$ cat config.mk
export PLATFORM = sky130hd
export DESIGN_NAME = bist_launcher
export DESIGN_NICKNAME = d
export VERILOG_FILES = /design/src/rtl/bist_pkg.sv /design/src/rtl/bist_timeout_ctr.sv /design/src/rtl/bist_launcher.sv
export SDC_FILE = /design/constraint.sdc
export NUM_CORES = 1
export LEC_CHECK = 0
export CAP_MARGIN = 20
export CORE_AREA = 2 2 66 68
export CTS_CLUSTER_SIZE = 12
export DETAILED_ROUTE_END_ITERATION = 8
export DIE_AREA = 0 0 68 70
export PLACE_DENSITY = 0.84
export SYNTH_ARGS = -nofsm -noshare
export SYNTH_HDL_FRONTEND = slang
export SYNTH_SLANG_ARGS = --single-unit
$ cat constraint.sdc
create_clock -name clk -period 5.8 [get_ports clk]
set_clock_uncertainty 0.1 [all_clocks]
set_input_delay 0.58 -clock clk [delete_from_list [all_inputs] [get_ports clk]]
set_output_delay 0.58 -clock clk [all_outputs]
set_load 0.05 [all_outputs]
$ cat src/rtl/bist_pkg.sv
// Shared types and constants for the BIST launcher: FSM state encoding,
// default timing constants and the timeout-counter width helper.
package bist_pkg;

  typedef enum logic [1:0] {
    IDLE,
    START,
    WAIT,
    REPORT
  } state_t;

  localparam int unsigned START_CYCLES_DEF   = 2;
  localparam int unsigned TIMEOUT_CYCLES_DEF = 1024;

  // Bits needed to count up to 'cycles' inclusive.
  function automatic int unsigned timeout_ctr_width(input int unsigned cycles);
    return $clog2(cycles + 1);
  endfunction

endpackage

$ cat src/rtl/bist_timeout_ctr.sv
// Loadable, clearable up-counter with a registered terminal-count flag.
// 'expired' is high in the cycle whose count equals 'limit'.
module bist_timeout_ctr #(
  parameter int unsigned W = 11
) (
  input  logic         clk,
  input  logic         rst,
  input  logic         clear,
  input  logic         load,
  input  logic [W-1:0] load_value,
  input  logic         inc,
  input  logic [W-1:0] limit,
  output logic         expired
);

  logic [W-1:0] count;
  logic [W-1:0] count_n;

  // Next count: clear wins over load, load wins over increment.
  always_comb begin
    count_n = count;
    if (clear) begin
      count_n = '0;
    end else if (load) begin
      count_n = load_value;
    end else if (inc) begin
      count_n = count + W'(1);
    end
  end

  // Count register and terminal flag registered against the next count.
  always_ff @(posedge clk or posedge rst) begin
    if (rst) begin
      count   <= '0;
      expired <= 1'b0;
    end else begin
      count   <= count_n;
      expired <= (count_n == limit);
    end
  end

endmodule

$ cat src/rtl/bist_launcher.sv
// Host-side BIST campaign initiator: launches N back-to-back runs over the
// start/done/fail handshake, guards each run with a timeout and reports one
// aggregate verdict. Optional macro BIST_LAUNCH_STOP_ON_FAIL_EN ends the
// campaign at the first failing run.
module bist_launcher
  import bist_pkg::*;
#(
  parameter int unsigned START_CYCLES   = START_CYCLES_DEF,
  parameter int unsigned TIMEOUT_CYCLES = TIMEOUT_CYCLES_DEF,
  parameter int unsigned CNT_W          = 8
) (
  input  logic             clk,
  input  logic             rst,
  input  logic             go,
  input  logic [CNT_W-1:0] num_runs,
  output logic             start,
  input  logic             done,
  input  logic             fail,
  output logic             busy,
  output logic             result_valid,
  output logic             pass,
  output logic [CNT_W-1:0] fail_count,
  output logic             timeout
);

  localparam int unsigned CTR_W =
    timeout_ctr_width((START_CYCLES > TIMEOUT_CYCLES) ? START_CYCLES : TIMEOUT_CYCLES);
  localparam logic [CTR_W-1:0] START_LIMIT   = CTR_W'(START_CYCLES - 1);
  localparam logic [CTR_W-1:0] TIMEOUT_LIMIT = CTR_W'(TIMEOUT_CYCLES - 1);
  localparam logic [CNT_W-1:0] CNT_MAX       = '1;

  state_t           state, state_n;
  logic [CNT_W-1:0] runs_left, runs_left_n;
  logic             armed, armed_n;
  logic [CNT_W-1:0] fail_count_n;
  logic             timeout_n;
  logic             pass_n;
  logic             ctr_clear;
  logic             ctr_inc;
  logic [CTR_W-1:0] ctr_limit;
  logic             ctr_expired;

  // One counter serves both the START pulse width and the WAIT timeout;
  // it restarts on every state change.
  assign ctr_clear = (state_n != state);
  assign ctr_inc   = (state == START) || (state == WAIT);
  assign ctr_limit = (state_n == START) ? START_LIMIT : TIMEOUT_LIMIT;

  bist_timeout_ctr #(
    .W (CTR_W)
  ) u_ctr (
    .clk        (clk),
    .rst        (rst),
    .clear      (ctr_clear),
    .load       (1'b0),
    .load_value ('0),
    .inc        (ctr_inc),
    .limit      (ctr_limit),
    .expired    (ctr_expired)
  );

  // Next-state and campaign bookkeeping.
  always_comb begin
    state_n      = state;
    runs_left_n  = runs_left;
    armed_n      = armed;
    fail_count_n = fail_count;
    timeout_n    = timeout;
    pass_n       = pass;
    case (state)
      IDLE: begin
        if (go) begin
          state_n      = START;
          runs_left_n  = (num_runs == '0) ? CNT_W'(1) : num_runs;
          armed_n      = 1'b0;
          fail_count_n = '0;
          timeout_n    = 1'b0;
          pass_n       = 1'b0;
        end
      end
      START: begin
        if (!done) armed_n = 1'b1;
        if (ctr_expired) state_n = WAIT;
      end
      WAIT: begin
        // A done level only counts once it has been seen low during this run.
        if (armed && done) begin
          if (fail && (fail_count != CNT_MAX)) fail_count_n = fail_count + CNT_W'(1);
          runs_left_n = runs_left - CNT_W'(1);
          armed_n     = 1'b0;
          if (runs_left == CNT_W'(1)) begin
            state_n = REPORT;
`ifdef BIST_LAUNCH_STOP_ON_FAIL_EN
          end else if (fail) begin
            state_n = REPORT;
`endif
          end else begin
            state_n = START;
          end
        end else begin
          if (!done) armed_n = 1'b1;
          if (ctr_expired) begin
            timeout_n = 1'b1;
            if (fail_count != CNT_MAX) fail_count_n = fail_count + CNT_W'(1);
            state_n = REPORT;
          end
        end
      end
      REPORT: begin
        state_n = IDLE;
      end
      default: begin
        state_n = IDLE;
      end
    endcase
    if (state_n == REPORT) pass_n = (fail_count_n == '0) && !timeout_n;
  end

  // FSM state register.
  always_ff @(posedge clk or posedge rst) begin
    if (rst) state <= IDLE;
    else     state <= state_n;
  end

  // Campaign registers and registered outputs derived from the next state.
  always_ff @(posedge clk or posedge rst) begin
    if (rst) begin
      runs_left    <= '0;
      armed        <= 1'b0;
      fail_count   <= '0;
      timeout      <= 1'b0;
      pass         <= 1'b0;
      start        <= 1'b0;
      busy         <= 1'b0;
      result_valid <= 1'b0;
    end else begin
      runs_left    <= runs_left_n;
      armed        <= armed_n;
      fail_count   <= fail_count_n;
      timeout      <= timeout_n;
      pass         <= pass_n;
      start        <= (state_n == START);
      busy         <= (state_n != IDLE);
      result_valid <= (state_n == REPORT);
    end
  end

endmodule

# Yosys cells after proc, flatten, opt, wreduce, memory -nomap -nowiden
# Cells that the tools add are included.
[word_totals] ff_bits=36 latch_bits=0 mem_bits_rw=0 mem_bits_ro=0 input_bits=13 n_memories=0
[op_classes] addsub=3 mul=0 n_div=0 n_lt_le_gt_ge=0 eq_ne=11 n_shift=0 muxes=29 bitwise_logic=0 n_reduce_logical=16
[ops] operator="$mux W8" count=8
[ops] operator="$pmux W8 S2" count=2
[ops] operator="$mux W11" count=2
[ops] operator="$logic_not A8 Y1" count=2
[ops] operator="$add A11 B1 Y11 const B" count=1
[ops] operator="$eq A11 B10 Y1" count=1
[ops] operator="$mux W10" count=1
[ops] operator="$mux W2" count=5
[ops] operator="$add A8 B1 Y8 const B" count=1
[ops] operator="$eq A8 B1 Y1 const B" count=1
[ops] operator="$mux W1" count=8
[ops] operator="$ne A8 B8 Y1 const B" count=1
[ops] operator="$pmux W2 S4" count=1
[ops] operator="$reduce_bool A2 Y1" count=4
[ops] operator="$sub A8 B1 Y8 const B" count=1
[ops] operator="$eq A2 B2 Y1 const B" count=3
[ops] operator="$eq A2 B1 Y1 const B" count=2
[ops] operator="$reduce_and A2 Y1" count=2
[ops] operator="$logic_and A1 B1 Y1" count=3
[ops] operator="$pmux W1 S3" count=1
[ops] operator="$reduce_and A3 Y1" count=1
[ops] operator="$reduce_bool A3 Y1" count=1
[ops] operator="$logic_not A2 Y1" count=1
[ops] operator="$ne A2 B1 Y1 const B" count=1
[ops] operator="5 further kinds" count=5

# Logic depth before layout (Yosys ltp)
[logic_depth] ltp_word=8 depth_mapped=10

# Hierarchy
# From an unflattened synthesis, not the netlist that was laid out.
[unflattened] hier_cells=305 area_unflattened_um2=2633.8
[modules_own_cells] mod="bist_launcher" n_inst=1 cells_per_inst=195 area_per_inst_um2=1627.8 seq_area_each_um2=600.6
[modules_own_cells] mod="bist_timeout_ctr" n_inst=1 cells_per_inst=110 area_per_inst_um2=1006.0 seq_area_each_um2=300.3

# Worst setup path after synthesis
# Ideal clock, no wire load.
[synth_path] path_type="register to register" startpoint="register fail_count[4]" endpoint="register pass" setup_time_ns=0.095 arrival_ns=2.593 setup_slack_ns=3.012 path_stages_with_launch=7 synth_period_minus_slack_ns=2.788 cell_sequence="dfrtp_1 nand4_1 a211oi_1 mux2_1 a211o_1 or4_1 o31ai_1"
[synth_between] elab_chain_cells=8
[synth_rtl] item="start, declared" line="bist_launcher.sv:22" source="output logic [CNT_W-1:0] fail_count,"
[synth_rtl] item="start signal, assigned" line="bist_launcher.sv:139" source="fail_count <= fail_count_n;"
[synth_rtl] item="$add A8 B1 Y8 / $ne A8 B8 Y1 (equally long branches)" line="bist_launcher.sv:88, bist_launcher.sv:104"
[synth_rtl] item="$mux W8 / $logic_and A1 B1 Y1 (equally long branches)" line="bist_launcher.sv:104, bist_launcher.sv:88"
[synth_rtl] item="$mux W8 (on tied branches)" line="bist_launcher.sv:102, bist_launcher.sv:88"
[synth_rtl] item="$mux W8" line="bist_launcher.sv:87" source="if (armed && done) begin"
[synth_rtl] item="$pmux W8 S2 (*)" line="bist_launcher.sv:70" source="case (state)"
[synth_rtl] item="$logic_not A8 Y1 (*)" line="bist_launcher.sv:116" source="if (state_n == REPORT) pass_n = (fail_count_n == '0) && !timeout_n;"
[synth_rtl] item="$logic_and A1 B1 Y1 (*)" line="bist_launcher.sv:116"
[synth_rtl] item="$mux W1 (*)" line="bist_launcher.sv:116"
[synth_rtl] item="end signal, assigned" line="bist_launcher.sv:141" source="pass <= pass_n;"
[synth_rtl] item="end, declared" line="bist_launcher.sv:21" source="output logic pass,"
# Mark *: on every way between the ends. The rest lies on a longest branch, timed or not.
# A chain may end at the register's enable or synchronous reset.

# Final worst setup path
[layout_path] startpoint="register state[1]" endpoint="register runs_left[2]"
[layout_between] elab_chain_cells=3
[layout_rtl] item="start, declared" line="bist_launcher.sv:32" source="state_t state, state_n;"
[layout_rtl] item="start signal, assigned" line="bist_launcher.sv:122" source="else state <= state_n;"
[layout_rtl] item="$eq A2 B2 Y1 / $logic_not A2 Y1 (equally long branches)" line="bist_launcher.sv:70"
[layout_rtl] item="$ne A2 B1 Y1 (no source line) (tied with other cells)"
[layout_rtl] item="$reduce_and A3 Y1 (no source line)"
[layout_rtl] item="end signal, assigned" line="bist_launcher.sv:137" source="runs_left <= runs_left_n;"
[layout_rtl] item="end, declared" line="bist_launcher.sv:33" source="logic [CNT_W-1:0] runs_left, runs_left_n;"
# Several ways; a longest one is shown, not always the timed one.

==> reports/results.txt <==
Final count of negative-setup-slack endpoints - 0
Clock Pin Slew Worst Setup and Hold Paths - 70 ps
Die area - 4760 µm²
Tot Pwr - 0.00114 W
Syn avg cell area - 8.92 µm²
Die W - 68 µm
Max-slew headroom - 38.2%
Worst hold path class - flop to flop
Final Wtd Congestion - 0.918
Critical path origin - state[1]
Fin cells - 337
CP cell instances - ha_1 > mux2i_1 > nor2_1 > and3_1 > o21ai_0 > o221a_2
Core area - 4140 µm²
Layout area overhead - 16.2%
Peak supply drop - 0.183 mV
Initial core utilization - 56.6%
Port Buffers - 25
Library cells used by synthesis - 60
Status - completed
Layout cells sized above 1 - 7.72%
R2r setup slk - 2500 ps
Post-cts resize count - 0
CTS root buffer - clkbuf_8
Total number of yosys warnings - 0
Worst R2R End - runs_left[2]
P_sw - 0.000493 W
Worst skew pair latency - 290 ps
Setup bufs post-CTS - 0
ANT nets after route - 0
FFs w/ async S/R, synth - 100%
Drt total wl - 5350 µm
Kind of critical path - flop to flop
N_diodes - 0
Layout Nets - 304
CP required - 5880 ps
Worst Path Buf+Inv - 0
H-tree depth - 2
Final Max Tran Viols - 0
CTS hold repair buffers - 0
Fill cells - 341
Final worst-path cycle share - 57.0%
Most frequent cells in the layout - 36 x dfrtp_1, 25 x nor2_1, 25 x clkdlybuf4s50_1
Worst reg2reg startpoint - state[1]
Comb pwr share - 46.7%
RSZ-0062 raised after global routing - false
Worst Setup EP - runs_left[2]
Final hold vios - 0
Largest net degree at the start of global routing - 37
Syn Nets - 283
Critical path's top delay family - simple AND/OR/NAND/NOR gates
Post-synth EDFFs - 0
Ports - 26
Pwr/cell area - 418 nW/µm²
Clk sink count - 36
Commonest non-fill, non-tap cell in the layout - dfrtp_1
Internal power - 0.000645 W
Max clock buf depth - 2
Fmax - 303 MHz
Sequential-to-total area share from yosys stat - 38.4%
CP Capture Type - flop
Yosys reg bits - 36
Floorplan row count - 24
Vias in the first global route - 1989
Switching Fraction - 43.3%
Mapped Area - 2350 µm²
Placed cells - 329
TritonCTS Buffers - 5
Max_cap viols - 0
Wire length per cell - 15.9 µm
Initial drt markers - 197
Flop pwr share - 33.9%
CTS tree - yes
Startpoint Class - flop
Worst r2r path cells - 6
Layout Utilization - 65.8%
Remaining DRCs - 0
First-pass detailed-route iteration total - 4
Initial antenna violation count - 0
WHS - 430 ps
DIE HEIGHT - 70 µm
Avg Vias per Cell - 6.26
Crit-path max FO - 25
Setup TNS - 0 ps
Vias post-DR - 2108
Max incr delay on CP - 820 ps
Clock share of power - 19.4%
Critical path's slowest cell - nor2_1
Top_reg_cell synth - dfrtp_1
Worst Tran Pin Value - 901 ps
All-layer global routing usage - 24.7%
First-pass GRT wire length - 9110 µm
Total grt overflow - 0
Hpwl dp - 3840 µm
Leak - 1.15 nW
Crit path arrival time - 3390 ps
Cells after Synth - 263
Final min period - 3300 ps
Critical path depth - 6
-- layer usage --
layer / share of wire [%] / GRT usage, %
met1: 42 / 32.0
met4: 2.0 / 8.22
met2: 50 / 40.1
met3: 5.9 / 5.48
met5: 0 / 0
-- state kept, by name (all words and copies together), names as in the netlist --
register	count
state	2
timeout	1
pass	1
start	1
runs_left	8
fail_count	8
armed	1
u_ctr.count	11
busy	1
result_valid	1
u_ctr.expired	1
-- cell usage after synthesis (all sizes together), types with 2 or more instances --
library cell | instances | area share [%]
dfrtp | 36 | 38
nor2 | 25 | 4.0
nand2 | 21 | 3.5
o21ai | 18 | 3.8
nand3 | 14 | 3.0
inv | 13 | 2.1
a21oi | 12 | 2.6
clkbuf | 8 | 1.3
o22ai | 8 | 2.7
and3 | 7 | 1.9
ha | 7 | 3.7
xnor2 | 7 | 2.6
a211oi | 5 | 2.1
nor2b | 5 | 1.3
nor3 | 5 | 1.1
xor2 | 5 | 1.9
buf | 4 | 0.85
mux2i | 4 | 1.7
nand4 | 4 | 1.3
nor4 | 4 | 1.3
or3 | 4 | 1.1
or4 | 4 | 1.4
a21boi | 3 | 1.3
nand2b | 3 | 0.80
nor3b | 3 | 0.96
o31ai | 3 | 0.96
or2 | 3 | 0.80
a211o | 2 | 0.75
a22o | 2 | 0.75
o2111ai | 2 | 0.75
o211ai | 2 | 0.64
o21a | 2 | 0.64
o221a | 2 | 1.3
-- power groups by stage --
stage | Clock [W] | Combinational (W) | Sequential, W
finish | 0.000221 | 0.000532 | 0.000386
global route | 0.000235 | 0.000587 | 0.000395
CTS | 0.000225 | 0.000534 | 0.000384
detailed placement | 0 | 0.000532 | 0.000388
global placement | 0 | 0.000516 | 0.000383
floorplan | 0 | 0.000378 | 0.000411
-- cell families after synthesis --
group                    count (synthesis)  synth area share, %
buffers and inverters                   25                 4.21
XOR/XNOR                                12                 4.48
adder cells (fa/ha/maj)                  7                 3.73
multiplexers                             5                 2.19
AND/OR/NAND/NOR                        106                 23.8
AO/OA/AOI/OAI                           72                 23.1
flip-flops                              36                 38.4
-- cell type report --
type	count	area [µm²]	share of cell area [%]
Clock inverter	2	35.0	1.28
Inverter	13	48.8	1.79
Sequential cell	36	901	33.0
Clock buffer	6	72.6	2.66
Timing Repair Buffer	26	258	9.45
Tap cell	52	65.1	2.39
Multi-Input combinational cell	202	1350	49.4
-- how the worst min path moves through the flow --
stage | startpoint | to | slack, ps | cells past startpoint
after floorplan | runs_left[1] | runs_left[1] | 450 | 2
after global placement | timeout | timeout | 420 | 1
after detailed placement | timeout | timeout | 420 | 1
after CTS | timeout | timeout | 430 | 1
after global routing | timeout | timeout | 490 | 1
final | timeout | timeout | 430 | 1
-- metrics by stage --
stage | instance area (µm²) | setup WS [ps]
floorplan | 2350 | 3010
global placement | 2620 | 2610
detailed placement | 2620 | 2520
CTS | 2730 | 2550
global route | 2730 | 2110
finish | 2730 | 2500
No activity file was read; power rests on OpenSTA's default activity.
